==> src/rtl/alu_pipe.sv <==
// ---------------------------------------------------------------------------
// alu_pipe
//
// Purpose:
//   A two-stage pipelined ALU. It supports the same eight commands and flags
//   as the team's older combinational 32-bit ALU, but the operand width is a
//   parameter. Both sides use valid/ready handshakes, so the block can stall
//   for back-pressure without losing or duplicating an operation. Each
//   operation carries an opaque tag that is returned unchanged with its
//   result. Results leave in the same order the operations were accepted.
//
//   Stage 1 captures the operands, command and tag.
//   Stage 2 computes the result and flags from the stage-1 registers and
//   holds them until the consumer takes them.
//
// Parameters:
//   WIDTH  operand/result width in bits (>= 2)
//   TAG_W  sideband tag width in bits (>= 1)
//
// Ports:
//   clk         sole clock, rising edge
//   reset       synchronous, active-high; drops every in-flight operation
//   in_valid    issue side presents an operation
//   in_ready    stage 1 can accept an operation this cycle
//   in_a/in_b   operands A and B
//   in_cmd      0 ADD, 1 SUB, 2 XOR, 3 SLT, 4 AND, 5 NAND, 6 NOR, 7 OR
//   in_tag      opaque tag
//   out_valid   a result is held on the out_* ports
//   out_ready   consumer accepts the held result
//   out_result  result
//   out_carry   carry out of the MSB (ADD/SUB only; 1 = no borrow for SUB)
//   out_zero    result == 0
//   out_ovf     signed overflow (ADD/SUB only)
//   out_tag     tag of the held result
//
// Optional feature (compile-time macro ALU_PIPE_STICKY_EN):
//   sticky_ovf  sets whenever a result with out_ovf = 1 is transferred, and
//               stays set until sticky_clr is sampled high or reset occurs
//   sticky_clr  clears sticky_ovf; a set on the same edge takes priority
//   When the macro is undefined, these ports and their logic are absent.
// ---------------------------------------------------------------------------
module alu_pipe #(
    parameter int WIDTH = 32,
    parameter int TAG_W = 4
) (
    input  logic             clk,
    input  logic             reset,
    input  logic             in_valid,
    output logic             in_ready,
    input  logic [WIDTH-1:0] in_a,
    input  logic [WIDTH-1:0] in_b,
    input  logic [2:0]       in_cmd,
    input  logic [TAG_W-1:0] in_tag,
    output logic             out_valid,
    input  logic             out_ready,
    output logic [WIDTH-1:0] out_result,
    output logic             out_carry,
    output logic             out_zero,
    output logic             out_ovf,
`ifdef ALU_PIPE_STICKY_EN
    output logic [TAG_W-1:0] out_tag,
    output logic             sticky_ovf,
    input  logic             sticky_clr
`else
    output logic [TAG_W-1:0] out_tag
`endif
);

    localparam int MSB = WIDTH - 1;

    // Command encoding shared with the issue stage.
    typedef enum logic [2:0] {
        CMD_ADD  = 3'd0,
        CMD_SUB  = 3'd1,
        CMD_XOR  = 3'd2,
        CMD_SLT  = 3'd3,
        CMD_AND  = 3'd4,
        CMD_NAND = 3'd5,
        CMD_NOR  = 3'd6,
        CMD_OR   = 3'd7
    } cmdE;

    // Stage 1 registers and their next-state values.
    logic             s1Valid_q, s1Valid_d;
    logic [WIDTH-1:0] s1A_q,     s1A_d;
    logic [WIDTH-1:0] s1B_q,     s1B_d;
    cmdE              s1Cmd_q,   s1Cmd_d;
    logic [TAG_W-1:0] s1Tag_q,   s1Tag_d;

    // Stage 2 (output) registers and their next-state values.
    logic             s2Valid_q,  s2Valid_d;
    logic [WIDTH-1:0] s2Result_q, s2Result_d;
    logic             s2Carry_q,  s2Carry_d;
    logic             s2Zero_q,   s2Zero_d;
    logic             s2Ovf_q,    s2Ovf_d;
    logic [TAG_W-1:0] s2Tag_q,    s2Tag_d;

    // Handshake events.
    logic s1Load;
    logic s2Load;
    logic outXfer;

    // Combinational ALU results, computed from the stage-1 registers.
    logic [WIDTH:0]   addSum;
    logic [WIDTH:0]   subSum;
    logic             addOvf;
    logic             subOvf;
    logic             sltBit;
    logic [WIDTH-1:0] aluResult;
    logic             aluCarry;
    logic             aluOvf;

    // Pipeline control.
    // Stage 2 can take a new operation when it is empty, or when its current
    // result is leaving this cycle. Stage 1 can accept when it is empty, or
    // when its contents are moving into stage 2. The second condition is
    // written out in terms of the stage-2 state so that in_ready does not
    // depend on in_valid.
    always_comb begin
        in_ready = !s1Valid_q || !s2Valid_q || out_ready;
        s1Load   = in_valid && in_ready;
        s2Load   = s1Valid_q && (!s2Valid_q || out_ready);
        outXfer  = s2Valid_q && out_ready;
    end

    // Datapath.
    // ADD and SUB each have their own adder, so the carry out of the extra
    // top bit is directly the MSB carry. SUB computes A + ~B + 1, so a carry
    // of 1 means "no borrow". SLT reuses the SUB difference: the sign of the
    // difference, corrected by the signed-overflow bit, gives the signed
    // less-than result.
    always_comb begin
        addSum = {1'b0, s1A_q} + {1'b0, s1B_q};
        subSum = {1'b0, s1A_q} + {1'b0, ~s1B_q} + {{WIDTH{1'b0}}, 1'b1};

        addOvf = (s1A_q[MSB] == s1B_q[MSB]) && (addSum[MSB] != s1A_q[MSB]);
        subOvf = (s1A_q[MSB] != s1B_q[MSB]) && (subSum[MSB] != s1A_q[MSB]);
        sltBit = subSum[MSB] ^ subOvf;

        aluResult = '0;
        aluCarry  = 1'b0;
        aluOvf    = 1'b0;

        case (s1Cmd_q)
            CMD_ADD: begin
                aluResult = addSum[WIDTH-1:0];
                aluCarry  = addSum[WIDTH];
                aluOvf    = addOvf;
            end
            CMD_SUB: begin
                aluResult = subSum[WIDTH-1:0];
                aluCarry  = subSum[WIDTH];
                aluOvf    = subOvf;
            end
            CMD_SLT:  aluResult = {{(WIDTH-1){1'b0}}, sltBit};
            CMD_XOR:  aluResult = s1A_q ^ s1B_q;
            CMD_AND:  aluResult = s1A_q & s1B_q;
            CMD_NAND: aluResult = ~(s1A_q & s1B_q);
            CMD_NOR:  aluResult = ~(s1A_q | s1B_q);
            CMD_OR:   aluResult = s1A_q | s1B_q;
            default:  aluResult = '0;
        endcase
    end

    // Stage 1 next state.
    // The operand registers change only on an input transfer. This keeps
    // them stable while the operation waits for stage 2 to free up. The
    // valid flag clears when the operation moves on and nothing new arrives
    // in the same cycle.
    always_comb begin
        s1Valid_d = s1Valid_q;
        s1A_d     = s1A_q;
        s1B_d     = s1B_q;
        s1Cmd_d   = s1Cmd_q;
        s1Tag_d   = s1Tag_q;

        if (s1Load) begin
            s1Valid_d = 1'b1;
            s1A_d     = in_a;
            s1B_d     = in_b;
            s1Cmd_d   = cmdE'(in_cmd);
            s1Tag_d   = in_tag;
        end else if (s2Load) begin
            s1Valid_d = 1'b0;
        end
    end

    // Stage 2 next state.
    // The result and flags are captured only when stage 2 loads. This is
    // what holds the out_* ports stable while the consumer stalls. The valid
    // flag drops after a transfer unless a new result replaces it on the
    // same edge.
    always_comb begin
        s2Valid_d  = s2Valid_q;
        s2Result_d = s2Result_q;
        s2Carry_d  = s2Carry_q;
        s2Zero_d   = s2Zero_q;
        s2Ovf_d    = s2Ovf_q;
        s2Tag_d    = s2Tag_q;

        if (s2Load) begin
            s2Valid_d  = 1'b1;
            s2Result_d = aluResult;
            s2Carry_d  = aluCarry;
            s2Zero_d   = (aluResult == '0);
            s2Ovf_d    = aluOvf;
            s2Tag_d    = s1Tag_q;
        end else if (outXfer) begin
            s2Valid_d = 1'b0;
        end
    end

    // Pipeline registers. Reset clears both the payloads and the valid
    // flags, so the outputs read as zero straight after reset.
    always_ff @(posedge clk) begin
        if (reset) begin
            s1Valid_q  <= 1'b0;
            s1A_q      <= '0;
            s1B_q      <= '0;
            s1Cmd_q    <= CMD_ADD;
            s1Tag_q    <= '0;
            s2Valid_q  <= 1'b0;
            s2Result_q <= '0;
            s2Carry_q  <= 1'b0;
            s2Zero_q   <= 1'b0;
            s2Ovf_q    <= 1'b0;
            s2Tag_q    <= '0;
        end else begin
            s1Valid_q  <= s1Valid_d;
            s1A_q      <= s1A_d;
            s1B_q      <= s1B_d;
            s1Cmd_q    <= s1Cmd_d;
            s1Tag_q    <= s1Tag_d;
            s2Valid_q  <= s2Valid_d;
            s2Result_q <= s2Result_d;
            s2Carry_q  <= s2Carry_d;
            s2Zero_q   <= s2Zero_d;
            s2Ovf_q    <= s2Ovf_d;
            s2Tag_q    <= s2Tag_d;
        end
    end

    // Output ports are driven directly from the stage-2 registers.
    always_comb begin
        out_valid  = s2Valid_q;
        out_result = s2Result_q;
        out_carry  = s2Carry_q;
        out_zero   = s2Zero_q;
        out_ovf    = s2Ovf_q;
        out_tag    = s2Tag_q;
    end

`ifdef ALU_PIPE_STICKY_EN
    logic stickyOvf_q, stickyOvf_d;

    // Sticky overflow.
    // It sets only when an overflowing result actually leaves the pipe, not
    // while the result is merely held. A set on the same edge as a clear
    // wins, so an overflow cannot slip past a clear pulse unnoticed.
    always_comb begin
        stickyOvf_d = stickyOvf_q;
        if (sticky_clr) begin
            stickyOvf_d = 1'b0;
        end
        if (outXfer && s2Ovf_q) begin
            stickyOvf_d = 1'b1;
        end
    end

    // Sticky overflow register; reset clears it like the rest of the pipe.
    always_ff @(posedge clk) begin
        if (reset) begin
            stickyOvf_q <= 1'b0;
        end else begin
            stickyOvf_q <= stickyOvf_d;
        end
    end

    assign sticky_ovf = stickyOvf_q;
`endif

endmodule

==> config.mk <==
export PLATFORM = sky130hd
export DESIGN_NAME = alu_pipe
export DESIGN_NICKNAME = d
export VERILOG_FILES = /design/src/rtl/alu_pipe.sv
export SDC_FILE = /design/constraint.sdc
export NUM_CORES = 1
export LEC_CHECK = 0
export ABC_AREA = 0
export BUFFER_PORTS_ARGS = -buffer_cell sky130_fd_sc_hd__buf_2
export CORE_MARGIN = 1.5
export CORE_UTILIZATION = 26
export DETAILED_ROUTE_END_ITERATION = 6
export RECOVER_POWER = 50
export SYNTH_ARGS = -nofsm -noshare
export SYNTH_HDL_FRONTEND = slang
export SYNTH_SLANG_ARGS = --single-unit
==> constraint.sdc <==
create_clock -name clk -period 9.55 [get_ports clk]
set_input_delay 0.4775 -clock clk [delete_from_list [all_inputs] [get_ports clk]]
set_output_delay 0.4775 -clock clk [all_outputs]
set_load 0.01 [all_outputs]
==> results_dict.tcl, run 1 <==
set metrics [dict create \
    status "finished, violations left" \
    failed_checks "capacitance limit, slew limit" \
    rsz0062_at_grt "no" \
    synth-seq-cells 112 \
    drtIter0Drc 797 \
    synth_top_area_share_pct 21.7 \
    syn_to_final_growth_pct 11.1 \
    tightestPinTransition_ns 3.25 \
    clk_latency_ns 0.38 \
    dp_hpwl_um 28900 \
    syn-instance-count 1430 \
    io_pins 116 \
    vias_per_cell 5.37 \
    diodes 0 \
    grt_pass1_wl_um 60400 \
    yosysMostFrequentCell "nand2_1" \
    synth.distinct_cells 90 \
    relSlewSlack_pct -117 \
    fin_crit_sh_pct 55.7 \
    post_cts_buffers 0 \
    ys.flop_type "dfxtp_1" \
    whs_ns 0.325 \
    ys_top_cells_by_area "dfxtp_1, ha_1, nand2_1" \
    clockBufferDepth 2 \
    setup-violations-final 0 \
    vias 10700 \
    powerDensity_nw_per_um2 126 \
    grt_max_degree 72 \
    worst-path-buf-inv 1 \
    slowest_delay_ns 0.49 \
    required_ns 9.87 \
    synth_edf_count 0 \
    synthTopCellsByCount "nand2_1, a21oi_1, nor2_1" \
    yosysSeqAreaShare_pct 21.7 \
    synth_top_cell_by_area "dfxtp_1" \
    clockRootBuffer "clkbuf_16" \
    holdCritStartpoint "in_b[19]" \
    final_util_pct 29.5 \
    die_width_um 203 \
    cp-start-kind "flop" \
    die_y_um 203 \
    path_cells "inv_1, ha_1, nor4_1, nand4_1, a31oi_1, a211oi_2, o211ai_1, a221oi_2, nor2_1, nor2_1, o21ai_0, fa_1, nor2b_1, mux4_2, a211oi_1, nand4_1, a2111oi_1, o21ai_1, nor4_1, nand4_1, nor4_1, nand2_1, o21ai_2" \
    crit_arrival_ns 5.64 \
    cp-startpoint "s1A_q[14]$_SDFFE_PP0P_" \
    critPathTopFamily "compound AO/OA/AOI/OAI gates" \
    cts_sinks 112 \
    routed_wl_um 38600 \
    grt_pass1_vias 10500 \
    grt.total_usage_pct 18.7 \
    skew_ns 0.0133 \
    hold_class "input port to flop" \
    numCtsBuffers 9 \
    regToRegStartpoint "s1A_q[14]$_SDFFE_PP0P_" \
    syn_area_um2 10400 \
    cts_tree "done" \
    hold_buffers 0 \
    initial_core_util_pct 26.5 \
    slowest_stage "nor4_1" \
    wl_per_cell_um 19.3 \
    crit_path_end_kind "flop" \
    setup_tns_ns 0 \
    layout-drive-gt1-share_pct 10.3 \
    async_flop_share_pct 0 \
    gr-total-overflow 0 \
    dr.pass1.iters 5 \
    cp_max_fo 13 \
    cts_repair_resize_count 0 \
    power_mw 1.45 \
    synth_warnings 0 \
    maxCapViolCount 2 \
    antenna_found_initial 0 \
    syn_nets 1604 \
    core-area_um2 39000 \
    ant_nets 0 \
    row_count 72 \
    die-area_um2 41000 \
    peakVddDrop_v 0.0000748 \
    max_freq_mhz 188 \
    crit_type "flop to flop" \
    final_cell_count_no_fill 1997 \
    drc_errors 0 \
    post_synth.cell_area_avg_um2 7.24 \
    cts.clk_slew.worst_paths_ns 0.09 \
    fin_crit_ns 5.32 \
    cts_max_level 3 \
    gp_congestion 0.939 \
    nets 1649 \
    final_hold_viol_count 0 \
    portBuffers 115 \
    final_max_slew_viol_count 123 \
    leakagePower_nw 4.42 \
    placed_cells 1982 \
]
[final cells by class]
cell class                 instances  area [um^2]
clock buffer                      10          239
clock inverter                     5         40.0
fill                            4305        27500
inverter                          99          377
multi-input combinational       1126         7340
sequential                       112         2240
tap                              518          648
timing repair buffer             127          613
[where the power goes]
part	leakage (nW)	switching [mW]	internal, mW
clock network	0.139	0.200	0.186
registers	0.923	0.0263	0.495
logic	3.35	0.354	0.185
total	4.42	0.580	0.867
[flip-flops by register name, indices dropped and copies added (netlist names)]
signal / count
out_carry: 1
out_result: 32
out_tag: 4
out_zero: 1
s1Cmd_q: 3
s1A_q: 32
out_valid: 1
s1Valid_q: 1
out_ovf: 1
s1Tag_q: 4
s1B_q: 32
[worst paths after layout]
check                           cells past startpoint  slack [ns]                       to
worst max-delay path                               23        4.23    out_zero$_SDFFE_PP0P_
worst min-delay path                                3        0.32   s1B_q[19]$_SDFFE_PP0P_
worst min register to register                      2        0.46  s1Tag_q[3]$_SDFFE_PP0P_
worst max register to register                     23        4.23    out_zero$_SDFFE_PP0P_
[placed cells by master (no fill, tap or decap), types with 22 or more instances in the layout]
master / instances
nor2_1: 113
nor3_1: 24
a211oi_1: 22
mux2i_1: 30
clkbuf_1: 42
nand3_1: 24
o21ai_0: 64
dfxtp_1: 110
o31ai_1: 22
inv_1: 93
a21oi_1: 154
buf_2: 73
ha_1: 96
xnor2_1: 24
nand2_1: 232
[worst register-to-register path, delay by kind of cell (launching register included)]
family                     cells  cell delay (ns)
adders and majority gates      2             0.71
buffers and inverters          1             0.07
AOI/OAI and AO/OA              9             1.91
and+or+nand+nor               10             1.74
DFF                            1             0.39
muxes                          1             0.44
[kinds of logic (layout without fill, tap and decap cells)]
kind of cell / count (synthesis) / in the layout / share of synthesized area, %
xor gates and xnor gates: 33 / 33 / 2.79
adders and majority gates: 99 / 99 / 12.2
DFF: 112 / 112 / 21.7
AOI/OAI and AO/OA: 455 / 455 / 29.8
and+or+nand+nor: 501 / 501 / 22.0
buffers and inverters: 192 / 241 / 7.64
muxes: 38 / 38 / 3.88
[metrics by stage]
| stage | instance area (um^2) | setup slack, ns |
|---|---|---|
| after floorplan | 10400 | 5.09 |
| after global placement | 11300 | 4.49 |
| after detailed placement | 11300 | 4.25 |
| after CTS | 11600 | 4.22 |
| after global routing | 11500 | 3.72 |
| final | 11500 | 4.23 |
[metal layers]
metal,global-route usage [%],up-vias,wire (um)
met5,0,-,0
met4,6.48,0,1190
met3,2.95,69,1940
met2,31.0,329,17900
met1,24.6,5172,17500
li1,-,5154,-
No activity file was read; power rests on OpenSTA's default activity.
==> run 2: changes to the inputs <==
==> constraint.sdc (replaced) <==
create_clock -name clk -period 4.99 [get_ports clk]
set_input_delay 0.2495 -clock clk [delete_from_list [all_inputs] [get_ports clk]]
set_output_delay 0.2495 -clock clk [all_outputs]
set_load 0.01 [all_outputs]
==> run 2 against run 1 <==
Effect of this change: the flow still finishes with violations (capacitance limit, slew limit); critical path depth unchanged; setup slack lost 3.8 ns; via count grew 2.8%; sequential power rose by 90%; flip-flop and latch count stayed put; utilization rose by 1.4 points; die area unchanged; routed wire length grew 0.38%; clock power is 95% higher; critical path type unchanged; critical endpoint unchanged; largest cell class unchanged.
==> results_dict.tcl, run 2 (synthesis results as in run 1) <==
set metrics [dict create \
    final_util_pct 30.8 \
    relSlewSlack_pct -121 \
    die_y_um 203 \
    setup-violations-final 0 \
    final_max_slew_viol_count 123 \
    whs_ns 0.0890 \
    diodes 0 \
    nets 1697 \
    grt_pass1_vias 10300 \
    vias_per_cell 5.39 \
    drc_errors 0 \
    drtIter0Drc 905 \
    grt_max_degree 72 \
    cts_max_level 3 \
    syn_to_final_growth_pct 16.2 \
    core-area_um2 39000 \
    max_freq_mhz 217 \
    dr.pass1.iters 7 \
    powerDensity_nw_per_um2 238 \
    row_count 72 \
    final_hold_viol_count 0 \
    routed_wl_um 38700 \
    cts_tree "done" \
    cp-startpoint "s1A_q[8]$_SDFFE_PP0P_" \
    post_dp_cell_area_um2 11600 \
    failed_checks "capacitance limit, slew limit" \
    clk_latency_ns 0.38 \
    gp_congestion 0.972 \
    cts.clk_slew.worst_paths_ns 0.08 \
    setup_tns_ns 0 \
    clockBufferDepth 2 \
    hold_class "input port to flop" \
    grt.total_usage_pct 18.6 \
    holdCritStartpoint "in_a[13]" \
    fin_crit_ns 4.60 \
    fin_crit_sh_pct 92.3 \
    cp-start-kind "flop" \
    leakagePower_nw 4.67 \
    die_width_um 203 \
    die-area_um2 41000 \
    cts_sinks 112 \
    required_ns 5.31 \
    status "finished, violations left" \
    maxCapViolCount 2 \
    gr-total-overflow 0 \
    numCtsBuffers 9 \
    final_cell_mix "nand2_1, a21oi_1, nor2_1" \
    wl_per_cell_um 18.9 \
    rsz0062_at_grt "no" \
    setup_slack_ns 0.385 \
    dp_slack_ns 0.0709 \
    vias 11000 \
    crit_type "flop to flop" \
    cp_max_fo 4 \
    regToRegStartpoint "s1A_q[8]$_SDFFE_PP0P_" \
    dp_hpwl_um 29600 \
    peakVddDrop_v 0.000173 \
    final_common_cell "nand2_1" \
    antenna_found_initial 0 \
    skew_ns 0.0137 \
    clockRootBuffer "clkbuf_16" \
    tightestPinTransition_ns 3.32 \
    crit_arrival_ns 4.93 \
    portBuffers 115 \
    layout-drive-gt1-share_pct 15.4 \
    initial_core_util_pct 26.5 \
    ant_nets 0 \
    grt_pass1_wl_um 59900 \
    crit_path_end_kind "flop" \
    io_pins 116 \
    fin_area_um2 12000 \
]
==> run 2: changes by cell type in the layout (fill, tap and decap cells not counted), moves of 2 or more <==
cell	delta
nor2b_1	-3
nor2b_2	+3
dfxtp_2	+9
buf_4	+47
o21ai_0	-2
dfxtp_1	-10
nor4_2	+2
ha_2	+5
ha_1	-9
nor2_2	+4
ha_4	+4
nor2_1	-4
nor4_1	-2
==> run 2: final cells by class <==
class,instances,area [um^2]
Clock buffer,11,253
Clock inverter,5,38.8
Fill cell,4220,27000
Inverter,99,377
Multi-Input combinational cell,1126,7470
Sequential cell,112,2260
Tap cell,518,648
Timing Repair Buffer,175,986
==> run 2: report_power, final <==
part | switching, mW | leakage [nW] | internal [mW]
combinational | 0.710 | 3.60 | 0.413
clock | 0.383 | 0.143 | 0.371
sequential | 0.0432 | 0.927 | 0.949
total | 1.14 | 4.67 | 1.73
==> run 2: worst max-delay path: stages (launching register included) <==
cell	delay, ns
dfxtp_1	0.39
inv_1	0.06
ha_1	0.32
nor2_1	0.28
nand4_1	0.14
a31oi_1	0.20
a211oi_2	0.10
o211ai_1	0.34
a221oi_2	0.11
nor2_1	0.11
nor2_1	0.06
o21ai_2	0.17
fa_2	0.22
nor2b_1	0.05
mux4_2	0.45
a211oi_2	0.19
nand4_1	0.14
a2111oi_2	0.30
o21ai_1	0.13
nor4_2	0.17
nand4_1	0.14
nor4_1	0.23
nand2_1	0.10
o21ai_2	0.14
==> run 2: worst paths after layout <==
path / end / slack [ns] / cells past startpoint
setup reg to reg: out_zero$_SDFFE_PP0P_ / 0.39 / 23
setup / recovery: out_zero$_SDFFE_PP0P_ / 0.39 / 23
hold / removal: s1A_q[13]$_SDFFE_PP0P_ / 0.09 / 3
hold reg to reg: out_tag[2]$_SDFFE_PP0P_ / 0.46 / 2
==> run 2: per-layer routing <==
layer  vias up  track usage [%]  part of all wire (%)  routed length, um
met5         -                0                     0                  0
met4         0             4.95                   2.6                999
met3        65             3.15                   6.2               2410
met2       410             30.5                    46              17800
met1      5280             25.0                    45              17500
li1       5264                -                     -                  -
==> run 2: repair_timing <==
action / in CTS / in global routing
endpoints found under the setup margin: 0 / 1
gates resized for setup: 0 / 39
buffers inserted: 0 / 3
hold buffers: 0 / 0
==> run 2: metrics by stage <==
stage / instances / total power [mW]
4_1_cts: 2043 / 2.85
3_3_place_gp: 2027 / 2.09
6_report: 2046 / 2.87
2_1_floorplan: 1430 / 1.72
3_5_place_dp: 2027 / 2.09
5_1_grt: 2046 / 3.04
==> run 3: changes to the inputs <==
--- a/config.mk
+++ b/config.mk
@@ -5,7 +5,7 @@
 export SDC_FILE = /design/constraint.sdc
 export NUM_CORES = 1
 export LEC_CHECK = 0
-export ABC_AREA = 0
+export ABC_AREA = 1
 export BUFFER_PORTS_ARGS = -buffer_cell sky130_fd_sc_hd__buf_2
 export CORE_MARGIN = 1.5
 export CORE_UTILIZATION = 26
==> run 3 against run 2 <==
Effect of this change: die area increased by 4.0%; largest cell class unchanged; the run ends with DRC, capacitance limit, slew limit left; critical path type unchanged; non-clock buffer count decreased by 55; synthesized cell count increased by 28%; critical endpoint unchanged.
==> results_dict.tcl, run 3 <==
set metrics [dict create \
    dp_slack_ns 1.21 \
    layout-drive-gt1-share_pct 6.61 \
    cp-startpoint "s1A_q[26]$_SDFFE_PP0P_" \
    synth_top_family_by_area "simple AND/OR/NAND/NOR gates" \
    status "finished, violations left" \
    p_int_mw 1.74 \
    multi_input_area_um2 6960 \
    peakVddDrop_v 0.000144 \
    crit_end "out_zero$_SDFFE_PP0P_" \
    cp-start-kind "flop" \
    reg2reg_to "out_zero$_SDFFE_PP0P_" \
    setup_slack_ns 1.15 \
    syn_to_final_growth_pct 10.5 \
    fillCellCount 4680 \
    diodes 0 \
    post_synth.cell_area_avg_um2 5.88 \
    reg2reg_depth 19 \
    clockBufferDepth 2 \
    regToRegStartpoint "s1A_q[26]$_SDFFE_PP0P_" \
    seqCellArea_um2 2240 \
    crit_arrival_ns 4.15 \
    yosysMostFrequentCell "nand2_1" \
    final_cell_mix "nand2_1, inv_1, nor2_1" \
    synth.distinct_cells 50 \
    nets 2060 \
    cts_sinks 112 \
    yosysSeqAreaShare_pct 20.8 \
    grt_pass1_wl_um 68900 \
    cts.clk_slew.worst_paths_ns 0.08 \
    post_cts_buffers 0 \
    synth_compound_area_share_pct 18.5 \
    die_width_um 207 \
    vias_per_cell 4.92 \
    wl_per_cell_um 19.0 \
    row_count 74 \
    hold_buffers 0 \
    cp_max_fo 8 \
    required_ns 5.31 \
    vias 11900 \
    syn_nets 2007 \
    synthTopCellsByCount "nand2_1, inv_1, nor2_1" \
    slowest_stage "ha_1" \
    muxShareOfSynthArea_pct 0.0929 \
    synth-xor-area-share_pct 0.244 \
    synth-seq-cells 112 \
    initial_core_util_pct 26.4 \
    maxCapViolCount 1 \
    io_pins 116 \
    slowest_delay_ns 0.56 \
    synth_edf_count 0 \
    failed_checks "DRC, capacitance limit, slew limit" \
    placed_cells 2407 \
    ys.flop_type "dfxtp_1" \
    crit_path_end_kind "flop" \
    cp_common_cell "nand2_1" \
    ys_top_cells_by_area "dfxtp_1, nand2_1, ha_1" \
    gr-total-overflow 0 \
    p_comb_share_pct 42.2 \
    clock_power_share_pct 25.2 \
    final_hold_viol_count 0 \
    die_y_um 207 \
    yosys.area_share.simple_pct 34.1 \
    powerDensity_nw_per_um2 261 \
    grt.total_usage_pct 21.6 \
    rsz0062_at_grt "no" \
    final_common_cell "nand2_1" \
    async_flop_share_pct 0 \
    synthAdderAreaFrac_pct 11.7 \
    tightestPinTransition_ns 2.21 \
    dr.pass1.iters 7 \
    syn_area_um2 10800 \
    max_freq_mhz 261 \
    core-area_um2 40800 \
    drc_errors 3 \
    final_cell_count_no_fill 2423 \
    synth_top_area_share_pct 20.8 \
    reg2reg_slack_ns 1.15 \
    drtIter0Drc 1039 \
    die-area_um2 42700 \
    hold_class "input port to flop" \
    gp_congestion 0.992 \
    cts_tree "done" \
    routed_wl_um 45900 \
    synth_top_cell_by_area "dfxtp_1" \
    grt_max_degree 71 \
    skew_ns 0.0106 \
    antenna_found_initial 1 \
    cts_max_level 3 \
    portBuffers 115 \
    setup_tns_ns 0 \
    switchingPower_mw 1.37 \
    fin_crit_sh_pct 76.9 \
    synth_warnings 0 \
    crit_type "flop to flop" \
    numCtsBuffers 9 \
    fin_crit_ns 3.84 \
    final_max_slew_viol_count 70 \
    grt_pass1_vias 11400 \
    dp_hpwl_um 36900 \
    power_mw 3.11 \
    switching_share_pct 44.1 \
    setup-violations-final 0 \
    syn-instance-count 1833 \
    clk_latency_ns 0.39 \
    cts_repair_resize_count 0 \
    seqPwrFrac_pct 32.5 \
    ant_nets 0 \
    relSlewSlack_pct -48.2 \
    path_cells "inv_1, ha_1, inv_2, nand2_1, nand2_1, a21oi_1, nand2_1, a21oi_1, nand2_1, a21oi_1, o21bai_1, fa_1, a221oi_1, o2111ai_1, nand3_1, nand2_1, nor2_1, nand3_1, a21oi_1" \
    clockRootBuffer "clkbuf_16" \
    leakagePower_nw 5.96 \
]
## run 3: changes by cell type after synthesis, sizes merged, moves of 29 or more
cell,before,now
nand3,25,152
mux2i,30,1
nand2,234,464
inv,93,307
nor2,115,200
o21ai,71,142
## run 3: through the flow
step	hold slack [ns]	util (%)	area [um^2]
global placement	0.455	28.6	11700
CTS	0.0805	29.3	12000
detailed placement	0.467	28.6	11700
global route	0.0938	29.2	11900
finish	0.0968	29.2	11900
floorplan	0.384	-	10800
## run 3: power groups by stage
stage	clock network [mW]	registers, mW	logic, mW
3_5_place_dp	0	1.03	1.29
5_1_grt	0.849	1.02	1.46
2_1_floorplan	0	1.03	0.850
4_1_cts	0.818	1.01	1.30
6_report	0.785	1.01	1.31
3_3_place_gp	0	1.03	1.30
## run 3: final cells by class
| type | count | area share [%] |
|---|---|---|
| well taps | 532 | 5.59 |
| flip-flops and latches | 112 | 18.8 |
| inverters | 309 | 9.80 |
| clock inverters | 5 | 0.546 |
| repair buffers | 120 | 4.79 |
| multi-input cells | 1334 | 58.4 |
| clock buffers | 11 | 2.04 |
## run 3: worst min-delay path by stage
stage	from	end	slack [ns]	cells past startpoint
5_1_grt	in_tag[2]	s1Tag_q[2]$_SDFFE_PP0P_	0.09	3
3_5_place_dp	out_tag[0]$_SDFFE_PP0P_	out_tag[0]$_SDFFE_PP0P_	0.47	2
2_1_floorplan	in_tag[0]	s1Tag_q[0]$_SDFFE_PP0P_	0.38	2
4_1_cts	in_tag[2]	s1Tag_q[2]$_SDFFE_PP0P_	0.08	3
3_3_place_gp	out_tag[2]$_SDFFE_PP0P_	out_tag[2]$_SDFFE_PP0P_	0.46	2
6_report	in_tag[2]	s1Tag_q[2]$_SDFFE_PP0P_	0.1	3
## run 3: logic make-up (layout without fill, tap and decap cells)
| family | after synthesis | in the layout |
|---|---|---|
| buffers and inverters | 387 | 445 |
| flip-flops | 112 | 112 |
| AND/OR/NAND/NOR | 873 | 873 |
| adder cells (fa/ha/maj) | 99 | 99 |
| XOR/XNOR | 3 | 3 |
| AO/OA/AOI/OAI | 358 | 358 |
| multiplexers | 1 | 1 |
## run 3: worst max-delay path, delay by kind of cell (launching register included)
family | cells | cell delay [ns]
compound gates | 7 | 1.20
flops | 1 | 0.36
fa+ha+maj | 2 | 1.05
buf+inv | 2 | 0.26
simple gates | 8 | 0.90
## run 3: metal layers
metal  track usage, %  vias up  routed length, um
met3             4.91       70               3160
met1             29.4     5493              21800
met4             7.43        2               1390
met5                0        -                 10
met2             33.5      403              19600
li1                 -     5962                  -
